$ cat config.mk
export PLATFORM = sky130hd
export DESIGN_NAME = vga_timing_gen
export DESIGN_NICKNAME = d
export VERILOG_FILES = /design/src/rtl/vga_timing_gen.sv
export SDC_FILE = /design/constraint.sdc
export NUM_CORES = 1
export LEC_CHECK = 0
export CORE_UTILIZATION = 51
export CTS_BUF_LIST = sky130_fd_sc_hd__clkbuf_4 sky130_fd_sc_hd__clkbuf_8
export CTS_CLUSTER_SIZE = 20
export DETAILED_ROUTE_END_ITERATION = 10
export PLACE_DENSITY_LB_ADDON = 0.05
export SLEW_MARGIN = 5
export SYNTH_ARGS = -nofsm -noshare
export SYNTH_HDL_FRONTEND = slang
export SYNTH_SLANG_ARGS = --single-unit
$ cat constraint.sdc
create_clock -name VGA_clk -period 2.2 [get_ports VGA_clk]
set_input_delay 0.22 -clock VGA_clk [delete_from_list [all_inputs] [get_ports VGA_clk]]
set_output_delay 0.22 -clock VGA_clk [all_outputs]
set_load 0.01 [all_outputs]
$ cat src/rtl/vga_timing_gen.sv
// Parametrised VGA/SVGA timing generator: pixel-clock-enable divider, h/v counters
// and a registered output stage in which every output describes the same pixel.
module vga_timing_gen #(
    parameter int H_DISPLAY = 640,
    parameter int H_FRONT   = 16,
    parameter int H_SYNC    = 96,
    parameter int H_BACK    = 48,
    parameter int V_DISPLAY = 480,
    parameter int V_FRONT   = 10,
    parameter int V_SYNC    = 2,
    parameter int V_BACK    = 33,
    parameter bit HSYNC_POL = 1'b0,
    parameter bit VSYNC_POL = 1'b0,
    parameter int CLK_DIV   = 1,
    parameter int CNT_W     = 10
) (
    input  logic             VGA_clk,
    input  logic             reset,
    input  logic             enable,
    output logic             pixel_tick,
    output logic [CNT_W-1:0] xCount,
    output logic [CNT_W-1:0] yCount,
    output logic             video_on,
    output logic             VGA_hSync,
    output logic             VGA_vSync,
    output logic             line_start,
    output logic             frame_start
);

    localparam int H_TOTAL = H_DISPLAY + H_FRONT + H_SYNC + H_BACK;
    localparam int V_TOTAL = V_DISPLAY + V_FRONT + V_SYNC + V_BACK;
    localparam int DIV_W   = (CLK_DIV > 1) ? $clog2(CLK_DIV) : 1;

    localparam logic [DIV_W-1:0] DIV_LAST = DIV_W'(CLK_DIV - 1);
    localparam logic [CNT_W-1:0] H_LAST   = CNT_W'(H_TOTAL - 1);
    localparam logic [CNT_W-1:0] V_LAST   = CNT_W'(V_TOTAL - 1);
    localparam logic [CNT_W-1:0] H_VIS    = CNT_W'(H_DISPLAY);
    localparam logic [CNT_W-1:0] V_VIS    = CNT_W'(V_DISPLAY);
    localparam logic [CNT_W-1:0] HS_FIRST = CNT_W'(H_DISPLAY + H_FRONT);
    localparam logic [CNT_W-1:0] HS_LAST  = CNT_W'(H_DISPLAY + H_FRONT + H_SYNC - 1);
    localparam logic [CNT_W-1:0] VS_FIRST = CNT_W'(V_DISPLAY + V_FRONT);
    localparam logic [CNT_W-1:0] VS_LAST  = CNT_W'(V_DISPLAY + V_FRONT + V_SYNC - 1);

    if (H_TOTAL > (1 << CNT_W)) begin : g_bad_h_total
        $error("vga_timing_gen: H_TOTAL does not fit in CNT_W bits");
    end
    if (V_TOTAL > (1 << CNT_W)) begin : g_bad_v_total
        $error("vga_timing_gen: V_TOTAL does not fit in CNT_W bits");
    end
    if (CLK_DIV < 1) begin : g_bad_clk_div
        $error("vga_timing_gen: CLK_DIV must be at least 1");
    end

    logic [DIV_W-1:0] divider;
    logic [CNT_W-1:0] h_cnt;
    logic [CNT_W-1:0] v_cnt;
    logic             tick;

    assign tick = enable && (divider == DIV_LAST);

    always_ff @(posedge VGA_clk or posedge reset) begin
        if (reset) begin
            divider     <= '0;
            h_cnt       <= '0;
            v_cnt       <= '0;
            xCount      <= '0;
            yCount      <= '0;
            video_on    <= 1'b0;
            VGA_hSync   <= ~HSYNC_POL;
            VGA_vSync   <= ~VSYNC_POL;
            pixel_tick  <= 1'b0;
            line_start  <= 1'b0;
            frame_start <= 1'b0;
        end else begin
            // Strobes mark the single cycle right after the output stage loads.
            pixel_tick  <= tick;
            line_start  <= tick && (h_cnt == '0);
            frame_start <= tick && (h_cnt == '0) && (v_cnt == '0);

            if (enable) begin
                divider <= (divider == DIV_LAST) ? '0 : divider + DIV_W'(1);
            end

            if (tick) begin
                // Output stage presents the pre-increment position.
                xCount    <= h_cnt;
                yCount    <= v_cnt;
                video_on  <= (h_cnt < H_VIS) && (v_cnt < V_VIS);
                VGA_hSync <= (h_cnt >= HS_FIRST && h_cnt <= HS_LAST) ? HSYNC_POL : ~HSYNC_POL;
                VGA_vSync <= (v_cnt >= VS_FIRST && v_cnt <= VS_LAST) ? VSYNC_POL : ~VSYNC_POL;

                if (h_cnt == H_LAST) begin
                    h_cnt <= '0;
                    v_cnt <= (v_cnt == V_LAST) ? '0 : v_cnt + CNT_W'(1);
                end else begin
                    h_cnt <= h_cnt + CNT_W'(1);
                end
            end
        end
    end

endmodule
==> impl_metrics.py, run 1 <==
metrics = {
    "critical_path": {
        "r2r_end": "v_cnt[9]$_DFFE_PP0P_",
        "crit_slowest_cell": "or4_1",
        "crit_family": "simple AND/OR/NAND/NOR gates",
        "crit_path_start_kind": "flip-flop",
        "r2r_cells": 6,
        "end_kind": "flip-flop",
        "worst-path-max-fanout": 8,
        "cp_cell_sequence": "ha_1 > nand4_1 > or3_4 > buf_4 > or4_1 > o21ai_0",
        "worstPathArrival_ns": 2.17,
        "r2r_setup_slack_ns": 0.24,
        "max_stage_delay_ns": 0.49,
        "crit_buf_inv": 1,
        "crit_type": "reg2reg",
        "r2r-start": "h_cnt[0]$_DFFE_PP0P_",
        "worst_ep_required_time_ns": 2.41,
    },
    "detailed_routing": {
        "ant_nets": 0,
        "dr.pass1.iters": 4,
        "drt-initial-drc-count": 162,
        "drc_errors": 0,
        "routed_wl_um": 4100,
        "vias": 1468,
        "viasPerCell": 5.62,
        "wire_per_inst_um": 15.7,
    },
    "clock_network": {
        "cts_tree": "yes",
        "ctsResizeCount": 0,
        "clock_latency_ns": 0.29,
        "cts_sinks": 46,
        "cts-hold-fix-buffers": 0,
        "clk_pin_slew_ns": 0.08,
        "post_cts_buffers": 0,
        "h-tree-depth": 2,
        "numCtsBuffers": 5,
        "cts-root-buf": "clkbuf_8",
        "clockBufferDepth": 2,
    },
    "placement": {
        "dp_hpwl_um": 2990,
        "portBuffers": 28,
        "gp_congestion": 0.888,
    },
    "final_layout": {
        "num_antenna_cells": 0,
        "drive_gt1_share_pct": 23.0,
        "final_nets": 219,
        "fill_cells": 278,
        "utilization_pct": 67.5,
        "syn_to_final_growth_pct": 23.0,
    },
    "sta": {
        "worstMarginPinSlew_ns": 0.806,
        "slew-limit-headroom_pct": 45.9,
        "setup_violations": 0,
        "fin_crit_sh_pct": 88.9,
        "hold_viol_final": 0,
        "period_needed_ns": 1.96,
        "fmax_mhz": 511,
        "rsz0062_at_grt": "no",
        "skew_ns": 0.00462,
        "setup-tns-final_ns": 0,
        "slew_viol_final": 0,
    },
    "power_and_ir_drop": {
        "p_sw_share_pct": 28.5,
        "clkPwrFrac_pct": 25.4,
        "combPwrFrac_pct": 22.9,
        "p_sw_mw": 0.597,
        "cellInternalPower_mw": 1.49,
        "powerDensity_nw_per_um2": 821,
        "power_frac_seq_pct": 51.7,
        "power_leakage_nw": 1.15,
        "max-vdd-ir-drop_v": 0.000572,
    },
    "floorplan": {
        "fp.dieH_um": 65.7,
        "die_w_um": 65.7,
        "core_area_sq_um": 3770,
        "io_pins": 29,
        "num_rows": 22,
        "start_util_pct": 54.9,
        "die_area_sq_um": 4320,
    },
    "global_routing": {
        "grt_max_degree": 26,
        "grt_overflow_total": 0,
        "grt_use_total_pct": 21.8,
        "grt_pass1_wl_um": 7040,
        "grt_pass1_vias": 1521,
        "antenna_found_initial": 0,
    },
    "logic_synthesis": {
        "synthTopCellsByArea": "dfrtp_1 53%, mux2_2 11%, dfstp_2 2.5%",
        "yosys.area.top_type": "dfrtp_1",
        "synth-seq-cells": 46,
        "synth_warnings": 0,
        "syn_inst": 175,
        "yosysSeqAreaShare_pct": 55.7,
        "syn-mean-instance-area_sq_um": 11.8,
        "netlist_area_sq_um": 2070,
        "syn_nets": 182,
        "synth_cell_types": 42,
        "yosysTopAreaCellShare_pct": 53.2,
    },
    "job": {
        "drv_cap": 0,
    },
    "worst_hold_path": {
        "min_path_type": "in2async",
    },
    "run_status": {
        "status": "finished clean",
    },
}
## cell usage in the layout (no fill, tap or decap), drive strengths merged, types with 3 or more instances in the layout
cell type      netlist  layout
dfrtp               44      44
clkdlybuf4s50        0      28
mux2                21      21
nand3               10      10
buf                  6      10
nand2                9       9
nor2                 9       9
nand4                8       8
o21ai                8       8
clkbuf               2       7
inv                  7       6
xor2                 6       6
a21oi                4       4
ha                   4       4
xnor2                4       4
nor3                 4       4
or4                  3       3
or3                  3       3
## synthesized netlist by cell type
master    instances
or4b_2            2
o31ai_1           1
o211a_1           1
xnor2_1           3
xnor2_2           1
nand2_1           9
and4_1            1
o21a_1            1
o22ai_1           1
or3_2             1
nand4_1           8
nor3_2            1
or2_2             1
nor3_1            3
dfstp_2           2
xor2_1            6
or4_1             2
nand2b_1          1
buf_2             2
ha_1              4
o21ai_0           8
buf_6             2
nor2b_1           2
nand3_1          10
inv_1             7
or4_4             1
or2_1             1
or3_1             1
a21oi_1           4
nor4_1            2
o2111a_1          1
and3_1            2
a31oi_1           1
nor2_1            9
nand4b_1          1
clkbuf_1          2
nor4b_1           1
or3_4             1
buf_1             2
mux2_2           21
dfrtp_1          44
and2_1            1
## sequential cells by signal, indices dropped and copies added, names as in the netlist
register     cells
frame_start      1
yCount          10
VGA_hSync        1
v_cnt           10
video_on         1
VGA_vSync        1
pixel_tick       1
xCount          10
h_cnt           10
line_start       1
## metrics by stage
stage	std cells	total power [mW]	area, sq um	hold WS (ns)	setup WS, ns
after global placement	253	1.55	2450	0.474	0.199
after CTS	261	2.11	2550	0.312	0.252
after floorplan	175	1.37	2070	0.251	0.106
after global routing	261	2.22	2550	0.350	0.130
after detailed placement	253	1.58	2450	0.478	0.119
final	261	2.09	2550	0.293	0.243
## metal layers
| metal | part of all wire [%] | vias up | wire length, um | global-route usage, % |
|---|---|---|---|---|
| met4 | 0 | 0 | 0 | 6.25 |
| met2 | 54 | 41 | 2200 | 37.0 |
| li1 | - | 699 | - | - |
| met1 | 43 | 728 | 1780 | 27.4 |
| met3 | 3.1 | 0 | 127 | 5.21 |
| met5 | 0 | - | 0 | 0 |
## power groups by stage
stage	clock network (mW)	logic [mW]	registers (mW)
global placement	0	0.465	1.09
CTS	0.551	0.482	1.08
finish	0.531	0.478	1.08
global route	0.585	0.528	1.10
floorplan	0	0.286	1.08
detailed placement	0	0.478	1.10
## worst max-delay path by stage
stage	from	endpoint	slack (ns)	cells after the start
final	h_cnt[0]$_DFFE_PP0P_	v_cnt[9]$_DFFE_PP0P_	0.24	6
after detailed placement	enable	frame_start$_DFF_PP0_	0.12	5
after floorplan	h_cnt[0]$_DFFE_PP0P_	v_cnt[8]$_DFFE_PP0P_	0.11	6
after CTS	h_cnt[0]$_DFFE_PP0P_	v_cnt[9]$_DFFE_PP0P_	0.25	6
after global placement	enable	frame_start$_DFF_PP0_	0.20	5
after global routing	h_cnt[0]$_DFFE_PP0P_	v_cnt[9]$_DFFE_PP0P_	0.13	6
## cell families (layout without fill, tap and decap cells)
| kind of cell | count (synthesis) | after routing | share of synthesized area [%] |
|---|---|---|---|
| simple gates | 61 | 61 | 17.0 |
| flops | 46 | 46 | 55.7 |
| mux | 21 | 21 | 11.4 |
| compound gates | 18 | 18 | 5.26 |
| buf+inv | 15 | 53 | 3.57 |
| xor+xnor | 10 | 10 | 4.59 |
| fa+ha+maj | 4 | 4 | 2.42 |
## cell type report
cell class                 count  area (sq um)  area share (%)
sequential                    46          1150            45.3
multi-input combinational    114           843            33.1
clock buffer                   7          90.1            3.54
tap                           48          60.1            2.36
inverter                       7          26.3            1.03
clock inverter                 1          5.00           0.197
timing repair buffer          38           368            14.4
Note: power is estimated with default switching activity, not from simulation.
==> run 2, diff against run 1 <==
CORE_MARGIN = 2   (was not set)
==> run 2 against run 1 <==
Net effect:
- hold slack gained 0.082 ns
- worst setup slack lost 0.026 ns
- die area grew 6.2%
- count of clock-buffer cells in the layout is the same
- global-route usage shrank 1.5 points
==> impl_metrics.py, run 2 (synthesis gave the netlist of run 1 again) <==
metrics = {
    "clock_network": {
        "ctsResizeCount": 0,
        "clock_latency_ns": 0.29,
        "h-tree-depth": 2,
        "clockBufferDepth": 2,
        "cts_tree": "yes",
        "clk_pin_slew_ns": 0.07,
        "cts-hold-fix-buffers": 0,
        "post_cts_buffers": 0,
        "numCtsBuffers": 5,
        "cts-root-buf": "clkbuf_8",
        "cts_sinks": 46,
    },
    "power_and_ir_drop": {
        "clkPwrFrac_pct": 24.1,
        "max-vdd-ir-drop_v": 0.000783,
        "p_sw_mw": 0.566,
        "p_sw_share_pct": 27.8,
        "powerDensity_nw_per_um2": 809,
        "power_leakage_nw": 1.13,
        "combPwrFrac_pct": 23.1,
        "finalPower_mw": 2.04,
        "cellInternalPower_mw": 1.47,
        "power_frac_seq_pct": 52.8,
    },
    "sta": {
        "fin_crit_sh_pct": 90.1,
        "slew-limit-headroom_pct": 62.7,
        "setup_violations": 0,
        "worstMarginPinSlew_ns": 0.560,
        "slew_viol_final": 0,
        "rsz0062_at_grt": "no",
        "setup-tns-final_ns": 0,
        "fmax_mhz": 504,
        "skew_ns": 0.00490,
        "hold_viol_final": 0,
        "period_needed_ns": 1.98,
    },
    "global_routing": {
        "grt_pass1_vias": 1423,
        "grt_overflow_total": 0,
        "grt_max_degree": 47,
        "antenna_found_initial": 0,
        "grt_use_total_pct": 20.3,
        "grt_pass1_wl_um": 6760,
    },
    "placement": {
        "portBuffers": 28,
        "gp_congestion": 0.844,
        "dp_hpwl_um": 2940,
    },
    "floorplan": {
        "fp.dieH_um": 67.7,
        "start_util_pct": 52.5,
        "num_rows": 23,
        "io_pins": 29,
        "die_area_sq_um": 4590,
        "die_w_um": 67.7,
        "core_area_sq_um": 3940,
    },
    "detailed_routing": {
        "vias": 1423,
        "dr.pass1.iters": 4,
        "drt-initial-drc-count": 183,
        "wire_per_inst_um": 15.3,
        "drc_errors": 0,
        "ant_nets": 0,
        "routed_wl_um": 3990,
        "viasPerCell": 5.45,
    },
    "final_layout": {
        "num_antenna_cells": 0,
        "fill_cells": 305,
        "final_nets": 218,
        "final_cell_mix": "44 x dfrtp_1, 28 x clkdlybuf4s50_1, 21 x mux2_2",
        "mostFrequentLayoutCell": "dfrtp_1",
        "seq_area_sq_um": 1150,
        "drive_gt1_share_pct": 22.3,
        "multi_input_area_sq_um": 843,
        "utilization_pct": 63.9,
        "syn_to_final_growth_pct": 21.6,
    },
    "critical_path": {
        "crit_type": "reg2reg",
        "worst-path-max-fanout": 9,
        "crit_family": "simple AND/OR/NAND/NOR gates",
        "end_kind": "flip-flop",
        "crit_path_start_kind": "flip-flop",
        "crit_buf_inv": 0,
        "max_stage_delay_ns": 0.56,
        "crit_slowest_cell": "or4_4",
        "worstPathArrival_ns": 2.16,
        "worst_ep_required_time_ns": 2.38,
        "cp_cell_sequence": "ha_1 > nand4_1 > or3_4 > or4_4 > xnor2_2",
    },
    "worst_hold_path": {
        "min_path_type": "in2async",
    },
    "job": {
        "drv_cap": 0,
    },
    "run_status": {
        "status": "finished clean",
    },
}
## run 2: cell count changes in the layout (fill, tap and decap cells not counted)
| cell | before | now |
|---|---|---|
| buf_12 | 1 | 0 |
| clkbuf_4 | 1 | 2 |
| clkbuf_8 | 6 | 5 |
| clkinv_2 | 1 | 0 |
## run 2: worst paths after layout
kind,slack (ns),endpoint,cells past startpoint,startpoint
min reg2reg,0.49,VGA_hSync$_DFFE_PP1P_,2,VGA_hSync$_DFFE_PP1P_
min in group VGA_clk,0.49,VGA_hSync$_DFFE_PP1P_,2,VGA_hSync$_DFFE_PP1P_
min,0.38,yCount[7]$_DFFE_PP0P_,3,reset
max in group asynchronous,1.45,VGA_hSync$_DFFE_PP1P_,3,reset
max,0.22,v_cnt[8]$_DFFE_PP0P_,5,h_cnt[0]$_DFFE_PP0P_
max reg2reg,0.22,v_cnt[8]$_DFFE_PP0P_,5,h_cnt[0]$_DFFE_PP0P_
## run 2: final cells by class
class | count | share of cell area, %
tap | 50 | 2.49
timing repair buffer | 37 | 13.8
clock buffer | 7 | 3.33
inverter | 7 | 1.04
sequential | 46 | 45.8
multi-input combinational | 114 | 33.5
## run 2: power by group through the flow
stage	Clock (mW)	Sequential (mW)	Combinational, mW
floorplan	0	1.08	0.286
global placement	0	1.09	0.463
finish	0.490	1.08	0.471
CTS	0.509	1.08	0.479
detailed placement	0	1.10	0.475
global route	0.547	1.10	0.514
## run 2: layer usage
metal	routed length (um)	vias to the layer above	global-route usage, %
li1	-	692	-
met1	1740	702	26.7
met2	2060	24	32.2
met3	125	5	4.00
met4	64	0	9.44
met5	0	-	0
## run 2: per-stage QoR
| step | area, sq um | hold WS [ns] | instances | worst slack [ns] |
|---|---|---|---|---|
| 2_1_floorplan | 2070 | 0.251 | 175 | 0.106 |
| 3_3_place_gp | 2430 | 0.475 | 254 | 0.146 |
| 3_5_place_dp | 2430 | 0.479 | 254 | 0.113 |
| 4_1_cts | 2520 | 0.388 | 261 | 0.213 |
| 5_1_grt | 2520 | 0.429 | 261 | 0.138 |
| 6_report | 2520 | 0.375 | 261 | 0.218 |
## run 2: worst min-delay path, stage by stage
cell             delay (ns)
clkdlybuf4s50_1        0.40
clkinv_1               0.04
buf_4                  0.46
==> run 3, diff against run 2 <==
CORE_MARGIN = 1   (was 2)
SKIP_CTS_REPAIR_TIMING = 1   (was not set)
==> results of run 3 <==
Same layout as run 1: the final DEF is identical, and so are final timing and power.
